[src/rtl/jtag_dr_scan_master.sv]
// Host-side JTAG sequencer: TAP reset or one LEN-bit DR scan, RTI to RTI.
// TCK is a divided clk; TMS/TDI launch on the falling edge, TDO samples on the rising edge.
module jtag_dr_scan_master #(
    parameter int LEN     = 4,
    parameter int CLK_DIV = 2
) (
    input  logic           clk,
    input  logic           reset,
    input  logic           start_scan,
    input  logic           start_reset,
    input  logic [LEN-1:0] tx_data,
    input  logic           tdo,
    output logic           tck,
    output logic           tms,
    output logic           tdi,
    output logic           busy,
    output logic           done,
    output logic [LEN-1:0] rx_data
);

    localparam int DW = $clog2(CLK_DIV + 1);
    localparam int BW = $clog2((LEN > 5 ? LEN : 5) + 1);

    typedef enum logic [3:0] {
        S_IDLE,
        S_TLR,
        S_RTI_GO,
        S_SEL,
        S_CAP,
        S_TO_SH,
        S_SHIFT,
        S_UPD,
        S_RTI_END
    } state_t;

    state_t          r_state;
    state_t          w_state_nx;
    logic [DW-1:0]   r_div;
    logic [BW-1:0]   r_bit;
    logic [BW-1:0]   w_bit_nx;
    logic            r_tck;
    logic            r_tms;
    logic            r_tdi;
    logic            r_done;
    logic [LEN-1:0]  r_sr;
    logic [LEN-1:0]  r_rx;
    logic [LEN-1:0]  w_sr_sh;
    logic            w_ph_end;
    logic            w_rise;
    logic            w_fall;
    logic            w_start;
    logic            w_tms_nx;
    logic            w_tdi_nx;

    assign w_ph_end = (r_div == DW'(CLK_DIV - 1));
    assign w_rise   = (r_state != S_IDLE) && !r_tck && w_ph_end;
    assign w_fall   = (r_state != S_IDLE) && r_tck && w_ph_end;
    assign w_start  = start_reset | start_scan;
    assign w_sr_sh  = (r_sr << 1) | LEN'(tdo);

    always_comb begin
        w_state_nx = r_state;
        w_bit_nx   = r_bit;
        unique case (r_state)
            S_IDLE: begin
                if (start_reset) begin
                    w_state_nx = S_TLR;
                    w_bit_nx   = '0;
                end else if (start_scan) begin
                    w_state_nx = S_SEL;
                end
            end
            S_TLR: begin
                if (w_fall) begin
                    if (r_bit == BW'(4)) w_state_nx = S_RTI_GO;
                    else w_bit_nx = r_bit + BW'(1);
                end
            end
            S_RTI_GO: if (w_fall) w_state_nx = S_IDLE;
            S_SEL:    if (w_fall) w_state_nx = S_CAP;
            S_CAP:    if (w_fall) w_state_nx = S_TO_SH;
            S_TO_SH: begin
                if (w_fall) begin
                    w_state_nx = S_SHIFT;
                    w_bit_nx   = '0;
                end
            end
            S_SHIFT: begin
                if (w_fall) begin
                    if (r_bit == BW'(LEN - 1)) w_state_nx = S_UPD;
                    else w_bit_nx = r_bit + BW'(1);
                end
            end
            S_UPD:     if (w_fall) w_state_nx = S_RTI_END;
            S_RTI_END: if (w_fall) w_state_nx = S_IDLE;
            default:   w_state_nx = S_IDLE;
        endcase

        // Pin values for the period about to start
        w_tms_nx = 1'b0;
        unique case (w_state_nx)
            S_TLR, S_SEL, S_UPD: w_tms_nx = 1'b1;
            S_SHIFT: w_tms_nx = (w_bit_nx == BW'(LEN - 1));
            default: w_tms_nx = 1'b0;
        endcase
        w_tdi_nx = (w_state_nx == S_SHIFT) && r_sr[LEN-1];
    end

    always_ff @(posedge clk or negedge reset) begin
        if (!reset) r_state <= S_IDLE;
        else        r_state <= w_state_nx;
    end

    always_ff @(posedge clk or negedge reset) begin
        if (!reset) begin
            r_div  <= '0;
            r_bit  <= '0;
            r_tck  <= 1'b0;
            r_tms  <= 1'b0;
            r_tdi  <= 1'b0;
            r_done <= 1'b0;
            r_sr   <= '0;
            r_rx   <= '0;
        end else begin
            r_done <= 1'b0;
            if (r_state == S_IDLE) begin
                r_div <= '0;
                if (w_start) begin
                    r_sr  <= tx_data;
                    r_bit <= w_bit_nx;
                    r_tms <= w_tms_nx;
                end
            end else begin
                r_div <= w_ph_end ? '0 : r_div + DW'(1);
                if (w_rise) begin
                    r_tck <= 1'b1;
                    if (r_state == S_SHIFT) r_sr <= w_sr_sh;
                end
                if (w_fall) begin
                    r_tck <= 1'b0;
                    r_tms <= w_tms_nx;
                    r_tdi <= w_tdi_nx;
                    r_bit <= w_bit_nx;
                    if (w_state_nx == S_IDLE) begin
                        r_done <= 1'b1;
                        if (r_state == S_RTI_END) r_rx <= r_sr;
                    end
                end
            end
        end
    end

    assign tck     = r_tck;
    assign tms     = r_tms;
    assign tdi     = r_tdi;
    assign busy    = (r_state != S_IDLE);
    assign done    = r_done;
    assign rx_data = r_rx;

endmodule
[config.mk]
export PLATFORM = sky130hd
export DESIGN_NAME = jtag_dr_scan_master
export DESIGN_NICKNAME = d
export VERILOG_FILES = /design/src/rtl/jtag_dr_scan_master.sv
export SDC_FILE = /design/constraint.sdc
export NUM_CORES = 1
export LEC_CHECK = 0
export BUFFER_PORTS_ARGS = -buffer_cell sky130_fd_sc_hd__clkbuf_2
export CORE_AREA = 2 2 51 64
export CTS_CLUSTER_DIAMETER = 200
export DETAILED_ROUTE_END_ITERATION = 8
export DIE_AREA = 0 0 53 66
export PLACE_DENSITY = 0.61
export SLEW_MARGIN = 20
export SYNTH_ARGS = -nofsm -noshare
export SYNTH_HDL_FRONTEND = slang
export SYNTH_SLANG_ARGS = --single-unit
export TNS_END_PERCENT = 50
[constraint.sdc]
create_clock -name clk -period 5 [get_ports clk]
set_input_delay 0.75 -clock clk [delete_from_list [all_inputs] [get_ports clk]]
set_output_delay 0.75 -clock clk [all_outputs]
set_load 0.01 [all_outputs]
Word level (Yosys, flattened, before mapping) --
Index checks and enable logic that the tools add are counted.
Word-level totals: output and inout bits 9, bits in registers 21
Operators by class: mux-type cells 37, add/subtract/negate cells 2, reductions and logical operators 20, bitwise gates (word level) 3, equality and inequality tests 17
Operators with widths (count):
- 4-bit 2-to-1 mux | 15
- 4-bit case mux with 8 select lines | 1
- 3-bit 2-to-1 mux | 9
- 4-bit by 3-bit == test with 1-bit output, second input constant | 6
- 4-bit by 2-bit == test with 1-bit output, second input constant | 3
- 3-bit case mux with 4 select lines | 1
- 4-bit by 1-bit == test with 1-bit output, second input constant | 2
- 4-bit zero test | 2
- 1-bit 2-to-1 mux | 8
- 2-bit nonzero test | 4
- 3-bit by 2-bit == test with 1-bit output, second input constant | 2
- 2-bit AND reduction | 3
- 1-bit logical AND | 5
- 4-bit == test, second input constant | 1
- 2-bit 2-to-1 mux | 2
- 4-bit by 1-bit bitwise OR with 4-bit output | 1
- 4-bit AND reduction | 1
- 4-bit nonzero test | 1
- 3-bit by 1-bit adder with 3-bit output, second input constant | 1
- 3-bit == test, second input constant | 1
- 3-bit AND reduction | 1
- 3-bit OR reduction | 1
- 2-bit by 1-bit adder with 2-bit output, second input constant | 1
- 2-bit by 1-bit == test with 1-bit output, second input constant | 1
- other kinds (6) | 6

Depth between registers and ports, before layout --
Gate-level depths: netlist of the first run.
word-level depth 10, depth in mapped cells 8

Least setup slack after synthesis of the first run --
No wires, ideal clock.
kind reg2reg, start register r_bit[0], end register r_tms, in the netlist tms, cell stages (with the launch flop) 9, path buffers 0, arrival 2.135 ns, slack 2.742 ns, path through dfrtp_1 -> ha_1 -> ha_1 -> or4bb_1 -> a32oi_1 -> nand3_1 -> mux2_2 -> and4_1 -> o221a_1
Between the ends: word-level cells in the longest chain between the ends 9, elaborated cells on any way between the ends 25, those cells by class add/sub: 1; eq/ne: 7; mux: 16; reduce/logical: 1
Ends and longest elaborated chain:
- start: declaration | RTL line 39 | logic [BW-1:0] r_bit;
- start signal: assignment | RTL line 130 | r_bit <= w_bit_nx;
- start signal: assignment | RTL line 143 | r_bit <= w_bit_nx;
- 3-bit by 2-bit == test with 1-bit output / 3-bit == test (equally long branches) | RTL line 90, 75
- 4-bit 2-to-1 mux (on tied branches) | RTL line 90, 75
- 4-bit 2-to-1 mux (on tied branches) | RTL line 89, 74
- 4-bit case mux with 8 select lines | RTL line 64 | unique case (r_state)
- 4-bit by 1-bit == test with 1-bit output, or another cell as far along | RTL line 101 | unique case (w_state_nx)
- 3-bit OR reduction | RTL line 101
- 1-bit case mux with 2 select lines (*) | RTL line 101
- 1-bit 2-to-1 mux (on tied branches) | RTL line 139, 128
- 1-bit 2-to-1 mux (*) | RTL line 126 | if (r_state == S_IDLE) begin
- end signal: assignment | RTL line 131 | r_tms <= w_tms_nx;
- end signal: assignment | RTL line 141 | r_tms <= w_tms_nx;
- end: declaration | RTL line 42 | logic r_tms;
Every way passes the cells marked *; elsewhere a longest branch is shown, timed or not. The select of a mux whose other input is x is not followed. A chain may end at the register's enable or synchronous reset.

Worst setup path after layout of the first run --
start register r_state[0], end output port busy
Between the ends: word-level cells in the longest chain between the ends 1
Ends and longest elaborated chain:
- start: declaration | RTL line 36 | state_t r_state;
- start signal: assignment | RTL line 111 | else r_state <= w_state_nx;
- 4-bit nonzero test | RTL line 156 | assign busy = (r_state != S_IDLE);
- end: declaration | RTL line 16 | output logic busy,
No other way between the ends.

==> results of run 1 <==
## synth_stat cells, types with 2 or more instances
cell | number | area share (%)
a21oi_1 | 6 | 2.4
a32oi_1 | 3 | 2.1
and2_1 | 2 | 1.0
buf_2 | 3 | 1.2
dfrtp_1 | 21 | 42
ha_1 | 4 | 4.0
inv_1 | 7 | 2.1
mux2_2 | 5 | 4.5
mux2i_1 | 4 | 3.2
nand2_1 | 7 | 2.1
nand2b_1 | 2 | 1.0
nand3_1 | 5 | 2.0
nand3b_1 | 2 | 1.2
nor2_1 | 14 | 4.2
nor2b_1 | 4 | 2.0
nor3_1 | 2 | 0.80
o22ai_1 | 2 | 1.0
or3_1 | 4 | 2.0
xnor2_1 | 3 | 2.1
## area by class of cell
type,count,area share (%)
flip-flops and latches,21,38.3
clock buffers,4,1.91
repair buffers,17,6.19
inverters,9,2.64
multi-input cells,93,47.7
well taps,36,3.28
## state kept, by name, summed over array words and instances (netlist names), 2 cells and up
name     count
r_bit        3
r_div        2
r_sr         4
r_state      4
rx_data      4
## worst max-delay path, cell delays in order, from the launching register on
cell and delay, ns:
dfrtp_1 0.55, nor4_4 0.69, inv_4 0.06, clkbuf_2 0.15
## metrics by stage
step           power, W  instances
4_1_cts        0.000781        180
2_1_floorplan  0.000603        128
3_5_place_dp   0.000701        176
5_1_grt        0.000850        180
3_3_place_gp   0.000701        176
6_report       0.000773        180
## routing by layer
metal	part of all wire [%]	wire length (um)	global-route usage, %
met4	1.7	45	8.01
met2	53	1420	29.5
met5	0	0	0
met1	41	1100	22.0
met3	4.0	108	1.81
## report_power, final
| group | switching [W] | internal (W) |
|---|---|---|
| combinational | 0.000216 | 0.000173 |
| clock | 0.0000465 | 0.0000310 |
| sequential | 0.0000838 | 0.000224 |
| total | 0.000346 | 0.000427 |
## final timing paths
kind                       startpoint    endpoint  slack, ns  cells past startpoint
max                        r_state[0]        busy       2.51                      3
min                             reset     r_sr[0]       0.41                      1
max reg2reg                  r_bit[0]         tms       2.65                      8
min reg2reg                       tdi         tdi       0.51                      2
max in group asynchronous       reset  r_state[3]       4.24                      1
min in group clk                  tdi         tdi       0.51                      2
## cell families after synthesis
logic type,Yosys count
adder cells (fa/ha/maj),4
XOR/XNOR,4
flip-flops,21
buffers and inverters,14
multiplexers,9
AND/OR/NAND/NOR,54
AO/OA/AOI/OAI,22
==> results_dict.tcl, run 1 <==
set metrics [dict create \
    rsz0062_at_grt "false" \
    track_usage_pct 17.5 \
    numCtsBuffers 3 \
    holdBufCountCts 0 \
    viasPerCell 5.53 \
    clock_tree.buffer_depth 2 \
    die-area_um2 3500 \
    hold-worst-slack_ns 0.411 \
    synth_top_family_by_area "simple AND/OR/NAND/NOR gates" \
    synth_flop_cell "dfrtp_1" \
    finalHoldViolCount 0 \
    cp_data_required_time_ns 4.25 \
    grt_pass1_vias 1025 \
    status "completed" \
    syn_area_per_cell_um2 9.72 \
    area_delta_synth_final_pct 10.5 \
    yosys.area_share.simple_pct 25.4 \
    drive_gt1_share_pct 20.8 \
    die_h_um 66 \
    wirelength_mm 2.68 \
    fmax_mhz 402 \
    leakage_nw 0.617 \
    clkTransAtPathRegs_ns 0.10 \
    vdd_drop_max_mv 0.281 \
    ys_seq_area_share_pct 42.3 \
    synth_mux_area_share_pct 7.75 \
    synth_xor_area_share_pct 2.82 \
    synth_edf_count 0 \
    ys_ff_latch 21 \
    final_cell_mix "dfrtp_1 (21), clkbuf_2 (17), nor2_1 (14)" \
    finalClockSkew_ns 0.00339 \
    insertion_delay_ns 0.29 \
    dr.pass1.iters 4 \
    antenna_found_initial 0 \
    row_count 22 \
    vias 995 \
    clockRootBuffer "clkbuf_4" \
    synth-compound-area-share_pct 12.8 \
    multiInputGateArea_um2 656 \
    relSlewSlack_pct 56.3 \
    synthAdderAreaFrac_pct 4.02 \
    netlist_area_um2 1240 \
    synth.distinct_cells 47 \
    io_pins 18 \
    antenna_cells 0 \
    postLayoutCoreUtil_pct 47.5 \
    grt_pass1_wl_mm 4.54 \
    cts_resized 0 \
    start_kind "flop" \
    dpl_worst_slack_ns 2.65 \
    gp_congestion 0.951 \
    cts_tree "done" \
    io_buffers 17 \
    dr.first_iter.drc_count 28 \
    gr-total-overflow 0 \
    drc_errors 0 \
    core_um2 2890 \
    postCtsSetupRepairBufs 0 \
    ff_latch_area_um2 526 \
    end_kind "output pin" \
    yosys_warnings 0 \
    async_flop_share_pct 100 \
    setup-tns-final_ns 0 \
    worstMarginPinSlew_ns 0.651 \
    slew_viol_final 0 \
    die_x_um 53 \
    worstSetupPathType "flop to output pin" \
    setup_slack_ns 2.51 \
    power_density_nw_per_um2 563 \
    grt_max_degree 22 \
    cp_max_fo 13 \
    fin_crit_ns 2.49 \
    layout.nets 158 \
    start_util_pct 43.0 \
    hpwl_mm 2.07 \
    synth_cells 128 \
    fin_crit_sh_pct 49.8 \
    fin_area_um2 1370 \
    maxCapViolations 0 \
    final_antenna_net_count 0 \
    syn_nets 141 \
    arrival_ns 1.74 \
    cts.sinks 21 \
    setup_viol 0 \
    avgRoutedWirePerCell_um 14.9 \
    dpl_cell_area_um2 1350 \
    hold_class "input port to asynchronous set/reset pin" \
    htreeDepth 1 \
    fill_cells 301 \
    layout_commonest_cell "dfrtp_1" \
]
Power figures use the tool's default switching activity.
==> run 2: changes to the inputs <==
- clock period: 5 -> 2.6 ns (I/O delays scaled with it)
==> run 2 against run 1 <==
Compared with the run above:
- combinational power grew 100%
- first-iteration DRC count shrank 18%
- sequential share of layout area shrank 0.21 points
- sequential cell count is the same
==> results_dict.tcl, run 2 (same netlist as run 1, synthesis figures left out) <==
set metrics [dict create \
    start_util_pct 43.0 \
    setup_viol 0 \
    cp_data_required_time_ns 2.80 \
    setup-tns-final_ns 0 \
    dr.first_iter.drc_count 23 \
    end_kind "flop" \
    rsz0062_at_grt "false" \
    holdBufCountCts 0 \
    area_delta_synth_final_pct 11.1 \
    track_usage_pct 17.6 \
    dr.pass1.iters 4 \
    finalClockSkew_ns 0.00112 \
    start_kind "flop" \
    grt_pass1_vias 985 \
    drc_errors 0 \
    cts.sinks 21 \
    die_x_um 53 \
    viasPerCell 5.53 \
    fmax_mhz 418 \
    p_sw_share_pct 45.1 \
    relSlewSlack_pct 63.9 \
    antenna_found_initial 0 \
    vdd_drop_max_mv 0.646 \
    combPwrFrac_pct 51.5 \
    grt_max_degree 22 \
    numCtsBuffers 3 \
    fin_crit_ns 2.39 \
    r2r_cells 8 \
    htreeDepth 1 \
    hpwl_mm 2.15 \
    maxCapViolations 0 \
    wirelength_mm 2.69 \
    worstSetupPathType "flop to flop" \
    slew_viol_final 0 \
    vias 1001 \
    final_cell_mix "dfrtp_1 (21), clkbuf_2 (17), nor2_1 (14)" \
    die-area_um2 3500 \
    gp_congestion 0.914 \
    insertion_delay_ns 0.30 \
    p_sw_w 0.000684 \
    clockPowerShare_pct 10.1 \
    final_antenna_net_count 0 \
    p_int_w 0.000833 \
    io_buffers 17 \
    finalHoldViolCount 0 \
    cts_tree "done" \
    core_um2 2890 \
    cp_max_fo 3 \
    clock_tree.buffer_depth 2 \
    power_density_nw_per_um2 1100 \
    layout.nets 159 \
    grt_pass1_wl_mm 4.57 \
    hold_class "input port to asynchronous set/reset pin" \
    setup_slack_ns 0.208 \
    row_count 22 \
    p_seq_share_pct 38.5 \
    dpl_worst_slack_ns 0.193 \
    clkTransAtPathRegs_ns 0.11 \
    avgRoutedWirePerCell_um 14.8 \
    io_pins 18 \
    die_h_um 66 \
    layout_commonest_cell "dfrtp_1" \
    cts_resized 0 \
    fin_crit_sh_pct 92.0 \
    postCtsSetupRepairBufs 0 \
    arrival_ns 2.59 \
    drive_gt1_share_pct 21.4 \
    leakage_nw 0.623 \
    antenna_cells 0 \
    worstMarginPinSlew_ns 0.542 \
    status "completed" \
    gr-total-overflow 0 \
    clockRootBuffer "clkbuf_4" \
]
[run 2: changes by cell type in the layout (fill, tap and decap cells not counted), sizes merged]
cell  before  now
buf        0    1
[run 2: critical path, cell delays in order, from the launching register on]
cell	delay (ns)
dfrtp_1	0.41
ha_1	0.22
ha_1	0.19
or4bb_1	0.47
a32oi_1	0.18
nand3_1	0.13
mux2_2	0.29
and4_1	0.19
o221a_1	0.21
[run 2: final timing paths]
check | startpoint | to | slack, ns
min in group clk | tdo | r_sr[0] | 0.38
worst max register to register | r_bit[0] | tms | 0.21
max in group asynchronous | reset | tms | 2.19
worst min-delay path | reset | rx_data[0] | 0.05
worst min register to register | tdi | tdi | 0.51
worst max-delay path | r_bit[0] | tms | 0.21
[run 2: power groups by stage]
stage | sequential, W | clock [W] | combinational (W)
after floorplan | 0.000526 | 0 | 0.000633
after global placement | 0.000586 | 0 | 0.000775
after detailed placement | 0.000589 | 0 | 0.000783
after CTS | 0.000580 | 0.000158 | 0.000786
after global routing | 0.000605 | 0.000169 | 0.000872
final | 0.000583 | 0.000153 | 0.000781
[run 2: per-layer routing]
layer  global-route usage, %  vias up  wire, um  share of wire, %
li1                        -      493         -                 -
met1                    21.9      475      1140                42
met2                    31.1       25      1410                52
met3                    1.36        8        61               2.3
met4                    6.41        0        76               2.8
met5                       0        -         0                 0
[run 2: final cells by class]
class,count,area [um2]
fillers,305,1510
multi-input cells,93,656
flip-flops and latches,21,526
repair buffers,18,92.6
well taps,36,45.0
inverters,9,36.3
clock buffers,4,26.3
[run 2: stage by stage]
step	cell area [um2]	cells	power, W	util, %	hold WS (ns)
3_3_place_gp	1360	177	0.00136	46.9	0.376
5_1_grt	1380	181	0.00165	47.8	0.0759
2_1_floorplan	1240	128	0.00116	-	0.0944
6_report	1380	181	0.00152	47.8	0.0490
4_1_cts	1380	181	0.00152	47.8	0.0505
3_5_place_dp	1360	177	0.00137	46.9	0.383
